File: config.mk
export PLATFORM = sky130hd
export DESIGN_NAME = vga_text_renderer
export DESIGN_NICKNAME = d
export VERILOG_FILES = /design/src/rtl/vga_text_pkg.sv /design/src/rtl/vga_pipe_delay.sv /design/src/rtl/vga_text_renderer.sv
export SDC_FILE = /design/constraint.sdc
export NUM_CORES = 1
export LEC_CHECK = 0
export BUFFER_PORTS_ARGS = -buffer_cell sky130_fd_sc_hd__buf_2
export CAP_MARGIN = 20
export CORE_ASPECT_RATIO = 2
export CORE_MARGIN = 5
export CORE_UTILIZATION = 50
export CTS_CLUSTER_DIAMETER = 40
export DETAILED_ROUTE_END_ITERATION = 7
export PLACE_DENSITY = 0.81
export SLEW_MARGIN = 20
export SYNTH_ARGS = -nofsm -noshare
export SYNTH_HDL_FRONTEND = slang
export SYNTH_SLANG_ARGS = --single-unit
File: constraint.sdc
create_clock -name clk_pixel -period 3.5 [get_ports clk_pixel]
set_clock_uncertainty 0.15 [all_clocks]
set_input_delay 0.35 -clock clk_pixel [delete_from_list [all_inputs] [get_ports clk_pixel]]
set_output_delay 0.35 -clock clk_pixel [all_outputs]
set_load 0.02 [all_outputs]
File: src/rtl/vga_text_pkg.sv
`default_nettype none
// ============================================================================
//  Module   : vga_text_pkg
//  Purpose  : Shared types and constants for the VGA text renderer:
//             character cell size, VRAM attribute word layout, RGB444 pixel
//             type, per-pixel pipeline side-band and the 16-colour CGA
//             palette.
//  Ports    : none (package)
//  Revision : 1.0  initial release
// ============================================================================
package vga_text_pkg;

    localparam int CHAR_W = 8;
    localparam int CHAR_H = 16;

    // VRAM word: [15:12] background, [11:8] foreground, [7:0] character code
    typedef struct packed {
        logic [3:0] bg;
        logic [3:0] fg;
        logic [7:0] ch;
    } attr_t;

    typedef struct packed {
        logic [3:0] r;
        logic [3:0] g;
        logic [3:0] b;
    } rgb444_t;

    // Side-band data travelling with each pixel through the fetch pipeline
    typedef struct packed {
        logic       de;
        logic       hit;    // pixel lies in the (valid) cursor cell
        logic       blank;  // outside the 80x30 text area
        logic [3:0] grow;   // glyph row within the cell
        logic [2:0] px;     // pixel column within the cell
    } pix_meta_t;

    // Standard CGA palette, index 0 first
    localparam rgb444_t [0:15] PALETTE = {
        12'h000, 12'h00A, 12'h0A0, 12'h0AA,
        12'hA00, 12'hA0A, 12'hA50, 12'hAAA,
        12'h555, 12'h55F, 12'h5F5, 12'h5FF,
        12'hF55, 12'hF5F, 12'hFF5, 12'hFFF
    };

endpackage
`default_nettype wire

File: src/rtl/vga_pipe_delay.sv
`default_nettype none
// ============================================================================
//  Module   : vga_pipe_delay
//  Purpose  : Fixed-depth shift register with asynchronous active-high reset
//             to a programmable value. Used to keep sync, DE and per-pixel
//             side-band aligned with the VRAM/font fetch pipeline.
//  Ports    : clk_i  - clock
//             rst_i  - asynchronous reset, active-high
//             d_i    - data in  [WIDTH-1:0]
//             q_o    - data out [WIDTH-1:0], d_i delayed DEPTH cycles
//  Revision : 1.0  initial release
// ============================================================================
module vga_pipe_delay #(
    parameter int               WIDTH     = 1,
    parameter int               DEPTH     = 1,
    parameter logic [WIDTH-1:0] RESET_VAL = '0
) (
    input  logic             clk_i,
    input  logic             rst_i,
    input  logic [WIDTH-1:0] d_i,
    output logic [WIDTH-1:0] q_o
);

    logic [DEPTH-1:0][WIDTH-1:0] stage_q;

    always_ff @(posedge clk_i or posedge rst_i) begin
        if (rst_i) begin
            stage_q <= {DEPTH{RESET_VAL}};
        end else begin
            stage_q[0] <= d_i;
            for (int i = 1; i < DEPTH; i++) begin
                stage_q[i] <= stage_q[i-1];
            end
        end
    end

    assign q_o = stage_q[DEPTH-1];

endmodule
`default_nettype wire

File: src/rtl/vga_text_renderer.sv
`default_nettype none
// ============================================================================
//  Module   : vga_text_renderer
//  Purpose  : 80x30 text-mode pixel generator in the pixel clock domain.
//             Screen coordinate -> VRAM cell fetch -> font row fetch ->
//             palette lookup, with a blinking underline cursor. Fixed
//             4-cycle latency from inputs to RGB/sync/DE, one pixel/cycle.
//  Ports    : clk_pixel, rst_pixel (async, active-high)
//             hsync_in/vsync_in/de_in/frame_in  - from timing generator
//             screen_x/screen_y                 - signed coordinates
//             vram_addr/vram_data               - sync RAM, 1-cycle latency
//             font_addr/font_data               - sync ROM, 1-cycle latency
//             cursor_en/cursor_col/cursor_row   - cursor control
//             hsync_out/vsync_out/de_out        - inputs delayed 4 cycles
//             vga_r/vga_g/vga_b                 - 4:4:4 colour
//  Revision : 1.0  initial release
// ============================================================================
module vga_text_renderer
    import vga_text_pkg::*;
#(
    parameter int COORD_WIDTH = 16,
    parameter int COLS        = 80,
    parameter int ROWS        = 30,
    parameter int ADDR_WIDTH  = 12,
    parameter bit H_POL       = 1'b0,
    parameter bit V_POL       = 1'b0,
    parameter int BLINK_LOG2  = 5
) (
    input  logic                          clk_pixel,
    input  logic                          rst_pixel,
    input  logic                          hsync_in,
    input  logic                          vsync_in,
    input  logic                          de_in,
    input  logic                          frame_in,
    input  logic signed [COORD_WIDTH-1:0] screen_x,
    input  logic signed [COORD_WIDTH-1:0] screen_y,
    output logic        [ADDR_WIDTH-1:0]  vram_addr,
    input  logic        [15:0]            vram_data,
    output logic        [11:0]            font_addr,
    input  logic        [7:0]             font_data,
    input  logic                          cursor_en,
    input  logic        [6:0]             cursor_col,
    input  logic        [4:0]             cursor_row,
    output logic                          hsync_out,
    output logic                          vsync_out,
    output logic                          de_out,
    output logic        [3:0]             vga_r,
    output logic        [3:0]             vga_g,
    output logic        [3:0]             vga_b
);

    localparam logic signed [COORD_WIDTH-1:0] c_x_limit = COORD_WIDTH'(COLS * CHAR_W);
    localparam logic signed [COORD_WIDTH-1:0] c_y_limit = COORD_WIDTH'(ROWS * CHAR_H);
    localparam logic [6:0]                    c_cols    = 7'(COLS);
    localparam logic [4:0]                    c_rows    = 5'(ROWS);

    // ------------------------------------------------------------------
    // E1: coordinate -> cell address and pixel side-band
    // ------------------------------------------------------------------
    logic [6:0]            w_col;
    logic [4:0]            w_row;
    logic                  w_blank;
    logic                  w_cursor_valid;
    logic [ADDR_WIDTH-1:0] w_addr;
    pix_meta_t             w_meta;
    logic [ADDR_WIDTH-1:0] vram_addr_q;

    assign w_col = screen_x[9:3];
    assign w_row = screen_y[8:4];

    // Full-width limit checks also catch coordinates that would alias into
    // the text area through the col/row bit slices.
    assign w_blank = screen_x[COORD_WIDTH-1] || (screen_x >= c_x_limit) ||
                     screen_y[COORD_WIDTH-1] || (screen_y >= c_y_limit);

    assign w_cursor_valid = (cursor_col < c_cols) && (cursor_row < c_rows);

    assign w_addr = ADDR_WIDTH'(w_row) * ADDR_WIDTH'(COLS) + ADDR_WIDTH'(w_col);

    always_comb begin
        w_meta       = '0;
        w_meta.de    = de_in;
        w_meta.blank = w_blank;
        w_meta.hit   = w_cursor_valid && (w_col == cursor_col) && (w_row == cursor_row);
        w_meta.grow  = screen_y[3:0];
        w_meta.px    = screen_x[2:0];
    end

    always_ff @(posedge clk_pixel or posedge rst_pixel) begin
        if (rst_pixel) begin
            vram_addr_q <= '0;
        end else begin
            vram_addr_q <= w_blank ? '0 : w_addr;
        end
    end

    assign vram_addr = vram_addr_q;

    // Side-band: E1 + E2 registers give the copy aligned with vram_data,
    // one more register aligns it with font_data.
    pix_meta_t meta_d2;
    pix_meta_t meta_d3;

    vga_pipe_delay #(
        .WIDTH     ($bits(pix_meta_t)),
        .DEPTH     (2),
        .RESET_VAL ('0)
    ) u_meta_d2 (
        .clk_i (clk_pixel),
        .rst_i (rst_pixel),
        .d_i   (w_meta),
        .q_o   (meta_d2)
    );

    vga_pipe_delay #(
        .WIDTH     ($bits(pix_meta_t)),
        .DEPTH     (1),
        .RESET_VAL ('0)
    ) u_meta_d3 (
        .clk_i (clk_pixel),
        .rst_i (rst_pixel),
        .d_i   (meta_d2),
        .q_o   (meta_d3)
    );

    // Syncs come straight off the last stage, reset to the inactive level
    vga_pipe_delay #(
        .WIDTH     (2),
        .DEPTH     (4),
        .RESET_VAL ({~H_POL, ~V_POL})
    ) u_sync_dly (
        .clk_i (clk_pixel),
        .rst_i (rst_pixel),
        .d_i   ({hsync_in, vsync_in}),
        .q_o   ({hsync_out, vsync_out})
    );

    // ------------------------------------------------------------------
    // E2: vram_data valid -> font address, E3: latch colours
    // ------------------------------------------------------------------
    attr_t      w_attr;
    logic [3:0] fg_q;
    logic [3:0] bg_q;

    assign w_attr    = attr_t'(vram_data);
    assign font_addr = {w_attr.ch, meta_d2.grow};

    always_ff @(posedge clk_pixel or posedge rst_pixel) begin
        if (rst_pixel) begin
            fg_q <= '0;
            bg_q <= '0;
        end else begin
            fg_q <= w_attr.fg;
            bg_q <= w_attr.bg;
        end
    end

    // ------------------------------------------------------------------
    // Blink counter
    // ------------------------------------------------------------------
    logic [BLINK_LOG2-1:0] frame_cnt_q;
    logic [BLINK_LOG2-1:0] frame_cnt_d;

    always_comb begin
        frame_cnt_d = frame_cnt_q;
        if (frame_in) begin
            frame_cnt_d = frame_cnt_q + BLINK_LOG2'(1);
        end
    end

    always_ff @(posedge clk_pixel or posedge rst_pixel) begin
        if (rst_pixel) begin
            frame_cnt_q <= '0;
        end else begin
            frame_cnt_q <= frame_cnt_d;
        end
    end

    // ------------------------------------------------------------------
    // E4: glyph bit, cursor underline, palette and output registers
    // ------------------------------------------------------------------
    logic       w_bit;
    logic       w_cursor_on;
    logic [3:0] w_idx;
    rgb444_t    rgb_d;
    rgb444_t    rgb_q;
    logic       de_q;

    always_comb begin
        w_bit       = font_data[3'd7 - meta_d3.px];
        // Underline occupies the bottom two glyph rows of the cursor cell
        w_cursor_on = meta_d3.hit && cursor_en && frame_cnt_q[BLINK_LOG2-1] &&
                      (meta_d3.grow >= 4'd14);
        w_idx       = (w_bit || w_cursor_on) ? fg_q : bg_q;
        rgb_d       = '0;
        if (meta_d3.de && !meta_d3.blank) begin
            rgb_d = PALETTE[w_idx];
        end
    end

    always_ff @(posedge clk_pixel or posedge rst_pixel) begin
        if (rst_pixel) begin
            rgb_q <= '0;
            de_q  <= 1'b0;
        end else begin
            rgb_q <= rgb_d;
            de_q  <= meta_d3.de;
        end
    end

    assign vga_r  = rgb_q.r;
    assign vga_g  = rgb_q.g;
    assign vga_b  = rgb_q.b;
    assign de_out = de_q;

endmodule
`default_nettype wire
==> qor.txt <==
Area Overhead vs Synth: 28.0%
Cells after Synth: 208
Drt total wl: 5.67 mm
Setup WS post-layout: 1.11 ns
Number of primary I/O pins: 114
Count of final setup violators: 0
Synthesized cell area: 2780 um^2
Pleak: 1.79 nW
GP Congestion: 0.881
Worst vdd ir: 0.000290 V
CP cell instances: buf_2 > ha_1 > ha_1 > inv_1 > fa_1 > nand3b_1 > o32ai_2 > or4b_1 > a21oi_1
Unrepaired setup endpoints after global routing: false
HP Class: in2async
Setup TNS: 0 ns
Number of max-cap violations: 0
Kind of critical path: in2reg
CTS tree: done
Delay-heaviest family, CP: adder cells
Multiplexer share of the synthesized area: 4.46%
Starting Density: 51.2%
Max stage delay on crit path: 0.47 ns
Post-CTS sizing: 0
Buf+Inv Stages, Crit Path: 2
Post-synthesis sequential area ratio: 61.6%
Critical Path AT: 2.49 ns
GR Overflow Total: 0
Synth Register Bits: 68
Vias in the first global route: 2112
Synth Area in XOR/XNOR: 6.49%
Final Cycle Share: 68.3%
Largest area contributor in the netlist: dfrtp_1
RR Endpoint: vga_r[1]
Routed len/inst: 15.0 um
Largest net degree at the start of global routing: 69
Result of the run: finished clean
DRC: 0
Share of post-route cells with drive strength above 1: 39.8%
Initial antenna violation count: 0
Antenna Violating Nets Remaining: 0
Total Power: 0.00170 W
CP startpoint kind: primary input
Die span in y: 115 um
WP data required: 3.60 ns
Fraction of the mapped netlist area in adder cells: 5.95%
Fin. Hold Viols: 0
Critical path's slowest cell: fa_1
Commonest cells post-synth: 60 x dfrtp_1, 20 x buf_4, 11 x inv_1, 11 x nand2_1
Initial detailed-routing violation count: 44
Synth top area share: 54.1%
Predominant post-synthesis flop cell: dfrtp_1
Hpwl dp: 4.40 mm
CTS sink cnt: 68
Pins Over Slew Limit: 0
Hold_ws: 0.0931 ns
Crit. End Element: flip-flop
Syn_nets: 295
CTS Root Cell: clkbuf_8
Max Clock Freq: 418 MHz
Ys async rst share: 100%
Synth unique cells: 36
Most common cell on crit path: ha_1
I/O Buffers: 97
Place WS: 0.761 ns
Slew HR: 46.1%
Routed vias: 1944
Core region area: 5420 um^2
CTS H-Tree Depth: 3
Crit path max fanout: 5
Clock buffer depth: 2
Compound-Gate Fraction of Synth Area: 4.60%
Avg Vias per Cell: 5.13
Top post-synthesis cells by area: dfrtp_1 54%, dfstp_2 7.6%, buf_4 5.4%
# diodes: 0
Total track usage: 17.2%
DRT Pass-1 Iters: 5
First-pass GRT wire length: 9.45 mm
Most common cell in the synthesized netlist: dfrtp_1
NumNets Final: 401
Number of synthesized flops with an enable pin: 0
R2R depth: 4
DIE AREA: 7230 um^2
Total CTS buffers: 9
RR Startpoint: u_meta_d3.q_o[0]
Die width: 62.7 um
Avg Inst Size Synth: 13.3 um^2
PD cells: 479 nW/um^2
Synth Area in Simple Gates: 9.69%
Clk_lat worst skew: 0.33 ns
Slew at the pin with the worst max-slew slack: 0.808 ns
Cell Rows: 38
Reg clk slew, reported paths: 0.06 ns
Largest family of logic cells by synthesized area: simple AND/OR/NAND/NOR gates
Ys Warns: 0
Flop2flop setup slack: 1.84 ns
Min Clock Period, post-route: 2.39 ns
## registers in the layout, indices dropped and copies added (netlist names)
register            cells
vram_addr              12
u_meta_d2.q_o          10
u_meta_d2.stage_q      10
u_meta_d3.q_o           9
u_sync_dly.stage_q      6
frame_cnt_q             5
bg_q                    4
fg_q                    4
u_sync_dly.q_o          2
vga_g                   2
vga_r                   2
de_out                  1
vga_b                   1
## worst register-to-register path: stages, from the launching register on
cell,delay (ns)
dfrtp_1,0.44
mux2i_1,0.15
mux4_2,0.50
o21ai_4,0.13
mux2i_1,0.22
## per-layer routing
layer	global-route usage, %	vias to the layer above	part of all wire, %
li1	-	894	-
met1	15.3	937	31
met2	32.0	97	57
met3	6.74	16	8.4
met4	9.77	0	3.9
met5	0	-	0
## worst max-delay path by stage
stage | startpoint | endpoint | slack, ns | depth (start not counted)
3_5_place_dp | screen_y[5] | vram_addr[11] | 0.76 | 9
2_1_floorplan | screen_y[5] | vram_addr[11] | 1.04 | 8
4_1_cts | screen_y[5] | vram_addr[11] | 1.13 | 9
6_report | screen_y[5] | vram_addr[11] | 1.11 | 9
3_3_place_gp | screen_y[5] | vram_addr[11] | 0.83 | 9
5_1_grt | screen_y[5] | vram_addr[11] | 1.04 | 9
## kinds of logic (layout without fill, tap and decap cells)
logic type | Yosys count | in the layout
buffers and inverters | 33 | 144
XOR/XNOR | 19 | 19
adder cells (fa/ha/maj) | 12 | 12
AND/OR/NAND/NOR | 47 | 47
AO/OA/AOI/OAI | 18 | 18
multiplexers | 11 | 11
flip-flops | 68 | 68
## layout make-up
cell class | count | area [um^2]
inverters | 12 | 45.0
clock inverters | 5 | 52.6
fillers | 435 | 1870
repair buffers | 116 | 673
clock buffers | 11 | 131
well taps | 60 | 75.1
flip-flops and latches | 68 | 1710
multi-input cells | 107 | 866
## metrics by stage
stage	utilization [%]	instance area (um^2)	instances
2_1_floorplan	-	2780	208
3_3_place_gp	58.9	3190	345
3_5_place_dp	58.9	3190	345
4_1_cts	65.6	3550	379
5_1_grt	65.6	3550	379
6_report	65.6	3550	379
## cells in the final DEF, fill, tap and decap left out, types with 3 or more instances in the layout
cell type      instances
a21oi_1                5
and2_1                 7
buf_2                 97
clkbuf_8               9
clkinv_2               3
dfrtp_1               60
dfstp_2                8
dlygate4sd3_1         18
ha_1                  10
inv_1                 10
mux2i_1                9
nand2_1               11
nand4_1                5
nor2_1                 5
nor3b_1                3
nor4_1                 5
o21ai_0                6
xnor2_1                8
xor2_1                10
## report_power, final
part	switching [W]	internal, W	total (W)
logic	0.000110	0.000121	0.000231
clock network	0.000266	0.000326	0.000592
registers	0.0000348	0.000844	0.000879
## what timing repair did
action,4_1_cts,5_1_grt
endpoints found under the setup margin,0,0
hold buffers,18,0
buffers inserted,0,0
hold endpoints to repair,18,0
(Power assumes the default switching activity.)
